==> src/rtl/transmitter_phys_encoder.sv <==
// Registered 8b/10b transmit encoder with running disparity and a training ordered-set override.
// Optional data scrambler: define TX_PHYS_ENCODER_SCRAMBLE_EN.
module transmitter_phys_encoder #(
   parameter logic       RD_INIT  = 1'b0,
   parameter logic [7:0] TRAIN_D1 = 8'h4A,
   parameter logic [7:0] TRAIN_D2 = 8'hB5
) (
   input  logic       i_clk,
   input  logic       i_arst_n,
   input  logic       i_k_en,
   input  logic [7:0] i_byte,
   input  logic       i_train_en,
   output logic [9:0] o_symbol,
   output logic       o_rd,
   output logic       o_train_act,
   output logic       o_code_err
);

   localparam logic [0:0] ST_DATA   = 1'b0;
   localparam logic [0:0] ST_TRAIN  = 1'b1;
   localparam logic [7:0] K28_5     = 8'hBC;
   localparam logic [9:0] K28_5_RDN = 10'h17C;
   localparam logic [9:0] K28_5_RDP = 10'h283;

   logic [0:0] state_q, state_d;
   logic [1:0] cnt_q, cnt_d;
   logic [9:0] sym_q, sym_d;
   logic       rd_q, rd_d;
   logic       act_q, act_d;
   logic       err_q, err_d;

   logic       enc_k;
   logic [7:0] enc_byte;
   logic       k_valid;
   logic [4:0] x;
   logic [2:0] y;
   logic [5:0] six_n, six;
   logic [3:0] four_n, four;
   logic       rd_mid;
   logic       alt7;

`ifdef TX_PHYS_ENCODER_SCRAMBLE_EN
   logic [15:0] lfsr_q, lfsr_d;

   function automatic logic [15:0] lfsr_adv8(input logic [15:0] s);
      logic [15:0] r;
      r = s;
      for (int unsigned n = 0; n < 8; n++) r = {r[14:0], r[15] ^ r[4] ^ r[3] ^ r[2]};
      return r;
   endfunction
`endif

   assign k_valid = (i_byte[4:0] == 5'd28) ||
                    ((i_byte[7:5] == 3'd7) && ((i_byte[4:0] == 5'd23) || (i_byte[4:0] == 5'd27) ||
                                               (i_byte[4:0] == 5'd29) || (i_byte[4:0] == 5'd30)));

   always_comb begin
      state_d  = state_q;
      cnt_d    = cnt_q;
      act_d    = 1'b0;
      err_d    = 1'b0;
      enc_k    = i_k_en;
      enc_byte = i_byte;
`ifdef TX_PHYS_ENCODER_SCRAMBLE_EN
      lfsr_d   = lfsr_q;
`endif
      if (state_q == ST_TRAIN || i_train_en) begin
         // Counter rests at 0 in DATA, so the entry cycle emits set symbol 0.
         act_d = 1'b1;
         unique case (cnt_q)
            2'd0:       begin enc_k = 1'b1; enc_byte = K28_5;    end
            2'd1, 2'd2: begin enc_k = 1'b0; enc_byte = TRAIN_D1; end
            default:    begin enc_k = 1'b0; enc_byte = TRAIN_D2; end
         endcase
         cnt_d = cnt_q + 2'd1;
         if (state_q == ST_DATA)
            state_d = ST_TRAIN;
         else if (cnt_q == 2'd3 && !i_train_en)
            state_d = ST_DATA;
      end else if (i_k_en && !k_valid) begin
         enc_byte = K28_5;
         err_d    = 1'b1;
      end
`ifdef TX_PHYS_ENCODER_SCRAMBLE_EN
      else if (!i_k_en) begin
         enc_byte = i_byte ^ lfsr_q[15:8];
         lfsr_d   = lfsr_adv8(lfsr_q);
      end
      if (enc_k && enc_byte == K28_5) lfsr_d = '1;
`endif
   end

   always_comb begin
      x = enc_byte[4:0];
      y = enc_byte[7:5];
      unique case (x)
         5'd0:  six_n = 6'b100111;  5'd1:  six_n = 6'b011101;  5'd2:  six_n = 6'b101101;
         5'd3:  six_n = 6'b110001;  5'd4:  six_n = 6'b110101;  5'd5:  six_n = 6'b101001;
         5'd6:  six_n = 6'b011001;  5'd7:  six_n = 6'b111000;  5'd8:  six_n = 6'b111001;
         5'd9:  six_n = 6'b100101;  5'd10: six_n = 6'b010101;  5'd11: six_n = 6'b110100;
         5'd12: six_n = 6'b001101;  5'd13: six_n = 6'b101100;  5'd14: six_n = 6'b011100;
         5'd15: six_n = 6'b010111;  5'd16: six_n = 6'b011011;  5'd17: six_n = 6'b100011;
         5'd18: six_n = 6'b010011;  5'd19: six_n = 6'b110010;  5'd20: six_n = 6'b001011;
         5'd21: six_n = 6'b101010;  5'd22: six_n = 6'b011010;  5'd23: six_n = 6'b111010;
         5'd24: six_n = 6'b110011;  5'd25: six_n = 6'b100110;  5'd26: six_n = 6'b010110;
         5'd27: six_n = 6'b110110;  5'd28: six_n = 6'b001110;  5'd29: six_n = 6'b101110;
         5'd30: six_n = 6'b011110;  default: six_n = 6'b101011;
      endcase
      if (enc_k && x == 5'd28) six_n = 6'b001111;
      // Table holds RD- codes; RD+ is the complement for unbalanced codes and D.7.
      six    = (rd_q && ($countones(six_n) != 3 || x == 5'd7)) ? ~six_n : six_n;
      rd_mid = ($countones(six_n) == 3) ? rd_q : ~rd_q;

      alt7 = !enc_k && y == 3'd7 &&
             (rd_mid ? (x == 5'd11 || x == 5'd13 || x == 5'd14)
                     : (x == 5'd17 || x == 5'd18 || x == 5'd20));
      if (enc_k) begin
         unique case (y)
            3'd0: four_n = 4'b1011;  3'd1: four_n = 4'b0110;  3'd2: four_n = 4'b1010;
            3'd3: four_n = 4'b1100;  3'd4: four_n = 4'b1101;  3'd5: four_n = 4'b0101;
            3'd6: four_n = 4'b1001;  default: four_n = 4'b0111;
         endcase
      end else if (alt7) begin
         four_n = 4'b0111;
      end else begin
         unique case (y)
            3'd0: four_n = 4'b1011;  3'd1: four_n = 4'b1001;  3'd2: four_n = 4'b0101;
            3'd3: four_n = 4'b1100;  3'd4: four_n = 4'b1101;  3'd5: four_n = 4'b1010;
            3'd6: four_n = 4'b0110;  default: four_n = 4'b1110;
         endcase
      end
      four  = (rd_mid && ($countones(four_n) != 2 || enc_k || y == 3'd3)) ? ~four_n : four_n;
      rd_d  = ($countones(four_n) == 2) ? rd_mid : ~rd_mid;
      sym_d = {four[0], four[1], four[2], four[3], six[0], six[1], six[2], six[3], six[4], six[5]};
   end

   always_ff @(posedge i_clk or negedge i_arst_n) begin
      if (!i_arst_n) begin
         state_q <= ST_DATA;
         cnt_q   <= '0;
         sym_q   <= RD_INIT ? K28_5_RDP : K28_5_RDN;
         rd_q    <= RD_INIT;
         act_q   <= 1'b0;
         err_q   <= 1'b0;
`ifdef TX_PHYS_ENCODER_SCRAMBLE_EN
         lfsr_q  <= '1;
`endif
      end else begin
         state_q <= state_d;
         cnt_q   <= cnt_d;
         sym_q   <= sym_d;
         rd_q    <= rd_d;
         act_q   <= act_d;
         err_q   <= err_d;
`ifdef TX_PHYS_ENCODER_SCRAMBLE_EN
         lfsr_q  <= lfsr_d;
`endif
      end
   end

   assign o_symbol    = sym_q;
   assign o_rd        = rd_q;
   assign o_train_act = act_q;
   assign o_code_err  = err_q;

endmodule

==> config.mk <==
export PLATFORM = sky130hd
export DESIGN_NAME = transmitter_phys_encoder
export DESIGN_NICKNAME = d
export VERILOG_FILES = /design/src/rtl/transmitter_phys_encoder.sv
export SDC_FILE = /design/constraint.sdc
export NUM_CORES = 1
export LEC_CHECK = 0
export ABC_AREA = 1
export CORE_ASPECT_RATIO = 1.2
export CORE_MARGIN = 3
export CORE_UTILIZATION = 60
export CTS_CLUSTER_SIZE = 30
export DETAILED_ROUTE_END_ITERATION = 16
export DONT_BUFFER_PORTS = 1
export HOLD_SLACK_MARGIN = 0.08
export PLACE_DENSITY = 0.76
export SYNTH_ARGS = -nofsm -noshare
export SYNTH_HDL_FRONTEND = slang
export SYNTH_SLANG_ARGS = --single-unit
==> constraint.sdc <==
create_clock -name i_clk -period 14.62 [get_ports i_clk]
set_input_delay 2.924 -clock i_clk [delete_from_list [all_inputs] [get_ports i_clk]]
set_output_delay 2.924 -clock i_clk [all_outputs]
set_load 0.1 [all_outputs]
==> results.json <==
{
  "status": "finished, final reports clean",
  "post_synth_instance_area_mm2": 0.00173,
  "drt_iter0_markers": 79,
  "critical-path-max-stage-delay_ns": 0.55,
  "num_vias": 1492,
  "layout.filler_cells": 230,
  "clkSinkCount": 16,
  "die_area_mm2": 0.00357,
  "synth-seq-area-share": 0.235,
  "ff2ff_path_depth": 36,
  "synth_top_cell_by_area": "sky130_fd_sc_hd__dfrtp_1",
  "global_routing_s_busiest_layer": "met2",
  "finalWeightedCongestion": 0.884,
  "floorplan.initialDensity": 0.653,
  "worstSetupStartpointType": "primary input",
  "nNetsFinal": 258,
  "grt_use_met3": 0.0253,
  "critPathKind": "in -> reg",
  "most_common_cell_in_the_netlist": "sky130_fd_sc_hd__nand2_1",
  "drt_wl_total_mm": 3.70,
  "layout_area_overhead_pct": 3.90,
  "syn-num-nets": 253,
  "drt_first_pass_iters": 4,
  "tightest_slew_ns": 1.01,
  "fp-row-count": 20,
  "async_set_or_reset_flop_fraction_in_the_synthesized_netlist": 1.00,
  "groute.usage.overall": 0.233,
  "gr-usage-met2": 0.402,
  "synth_cell_type_count": 37,
  "hold_start": "cnt_q[1]",
  "critPathArrivalTime_ns": 9.39,
  "viasPerCell": 5.74,
  "post-cts-setup-buffers": 0,
  "synth_seq_cells": 16,
  "ctsLongestPathBuffers": 2,
  "root_buffer": "sky130_fd_sc_hd__clkbuf_4",
  "ff2ff_setup_slack_ns": 7.61,
  "synth.area.top_cells": "sky130_fd_sc_hd__dfrtp_1, sky130_fd_sc_hd__nand2_1, sky130_fd_sc_hd__ha_1",
  "ratio_of_final_minimum_period_to_clock_period": 0.627,
  "globalRouteOverflowTotal": 0,
  "cts.repair.resized": 0,
  "detail-route-antenna-nets": 0,
  "timing.final.max_slew_violations": 0,
  "cp_slowest_cell": "sky130_fd_sc_hd__fa_1",
  "synth_top_area_share": 0.144,
  "dominantRegCellSynth": "sky130_fd_sc_hd__dfrtp_1",
  "io_pins": 25,
  "grt_setup_unrepaired": "false",
  "r2r-start": "cnt_q[0]",
  "post-route-drc-count": 0,
  "clock_slew_at_the_register_clock_pins_of_the_worst_setup_and_hold_paths_ns": 0.09,
  "finalSetupViolations": 0,
  "hold_path_end": "cnt_q[1]",
  "post_synth_edffs": 0,
  "normalized_max_slew_margin": 0.328,
  "use_met1": 0.271,
  "hold_depth": 2,
  "timing.fmax_mhz": 109,
  "clock_latency_ns": 0.29,
  "maximum_capacitance_violations": 0,
  "crit_end_category": "flop",
  "cts_tree": "done",
  "hold_viol": 0,
  "cts_buffers": 3,
  "postSynthCellCount": 223,
  "clock_skew_ns": 0.00802,
  "synthesis.yosys.warnings": 0,
  "antennaDiodeCount": 0,
  "htree_levels": 1,
  "worst-path-max-fanout": 9,
  "timing.critical_path.from": "i_train_en",
  "end_of_the_worst_register_to_register_path": "o_symbol[9]",
  "grt_start_max_net_pins": 17,
  "routed_wire_length_per_instance_um": 14.2,
  "worstHoldPathType": "reg -> reg",
  "setup_total_negative_slack_ns": 0,
  "wire_length_of_the_first_global_routing_pass_mm": 6.24,
  "hpwl_mm": 3.16,
  "finalCriticalPeriod_ns": 9.16,
  "die_height_um": 64.9,
  "via_count_of_the_first_global_routing_pass": 1498,
  "layout-drive-gt1-share": 0.207,
  "io_buffers": 0,
  "die_w_um": 55.1,
  "synthesis.area_per_instance_um2": 7.77,
  "ys_top_cells_by_count": "sky130_fd_sc_hd__nand2_1, sky130_fd_sc_hd__inv_1, sky130_fd_sc_hd__ha_1, sky130_fd_sc_hd__nand3_1, sky130_fd_sc_hd__nor2_1",
  "core_mm2": 0.00265,
  "grt_antenna_before_repair": 0,
  "cts-hold-fix-buffers": 0,
  "cp.required_ns": 14.84
}
-- routing by layer --
layer  part of all wire  wire length (µm)
met1               0.39              1440
met3              0.054               200
met2               0.53              1950
met5                  0                 0
met4              0.027                99
-- kinds of logic after synthesis --
family,Yosys count,share of synthesized area
xor+xnor,8,0.0448
buf+inv,38,0.0881
fa+ha+maj,18,0.147
compound gates,34,0.125
flops,16,0.235
simple gates,109,0.360
-- stage by stage --
| step | cells | cell area (µm²) | setup WS [ns] | hold slack, ns | util |
|---|---|---|---|---|---|
| after global routing | 260 | 1800 | 4.94 | 0.634 | 0.679 |
| after detailed placement | 256 | 1770 | 5.17 | 0.597 | 0.669 |
| final | 260 | 1800 | 5.46 | 0.606 | 0.679 |
| after global placement | 256 | 1770 | 5.42 | 0.585 | 0.669 |
| after CTS | 260 | 1800 | 5.45 | 0.609 | 0.679 |
| after floorplan | 223 | 1730 | 5.86 | 0.559 | - |
-- area by class of cell --
type	count	area, µm²	share of cell area
clock buffer	4	26.3	0.0146
inverter	38	153	0.0848
multi-input combinational	169	1170	0.651
sequential	16	408	0.227
tap	33	41.3	0.0229
-- flip-flops by register name, summed over array words and instances (netlist names) --
register     flops
o_rd             1
state_q          1
o_symbol        10
o_train_act      1
o_code_err       1
cnt_q            2
-- critical path: cells and delay by family --
kind | cells | cell delay (ns)
xor+xnor | 1 | 0.12
buf+inv | 9 | 0.84
fa+ha+maj | 8 | 2.86
simple gates | 15 | 1.79
compound gates | 3 | 0.80
-- worst max path at each step --
stage | to | slack, ns | cells past startpoint
2_1_floorplan | o_symbol[9] | 5.86 | 35
3_3_place_gp | o_symbol[9] | 5.42 | 36
3_5_place_dp | o_symbol[9] | 5.17 | 35
4_1_cts | o_symbol[9] | 5.45 | 35
5_1_grt | o_symbol[9] | 4.94 | 37
6_report | o_symbol[9] | 5.46 | 36
-- layout by cell type, fill, tap and decap left out, types with 2 or more instances in the layout --
cell / n
sky130_fd_sc_hd__nand2_1: 49
sky130_fd_sc_hd__inv_1: 30
sky130_fd_sc_hd__nand3_1: 14
sky130_fd_sc_hd__ha_1: 14
sky130_fd_sc_hd__nor2_1: 13
sky130_fd_sc_hd__o21ai_0: 10
sky130_fd_sc_hd__dfrtp_1: 10
sky130_fd_sc_hd__a21oi_1: 9
sky130_fd_sc_hd__nand2_2: 6
sky130_fd_sc_hd__nand4_1: 6
sky130_fd_sc_hd__dfstp_2: 6
sky130_fd_sc_hd__inv_2: 5
sky130_fd_sc_hd__nor2_4: 5
sky130_fd_sc_hd__nand2_4: 5
sky130_fd_sc_hd__o21ai_1: 5
sky130_fd_sc_hd__xor2_1: 4
sky130_fd_sc_hd__fa_1: 4
sky130_fd_sc_hd__o21ai_2: 3
sky130_fd_sc_hd__xnor2_1: 3
sky130_fd_sc_hd__clkbuf_4: 3
sky130_fd_sc_hd__inv_4: 2
sky130_fd_sc_hd__o211ai_1: 2
sky130_fd_sc_hd__nand3_2: 2
sky130_fd_sc_hd__nor3_1: 2
Power is not shown: default switching activity piles up to over one toggle a cycle in this logic, so the estimate is an artifact.
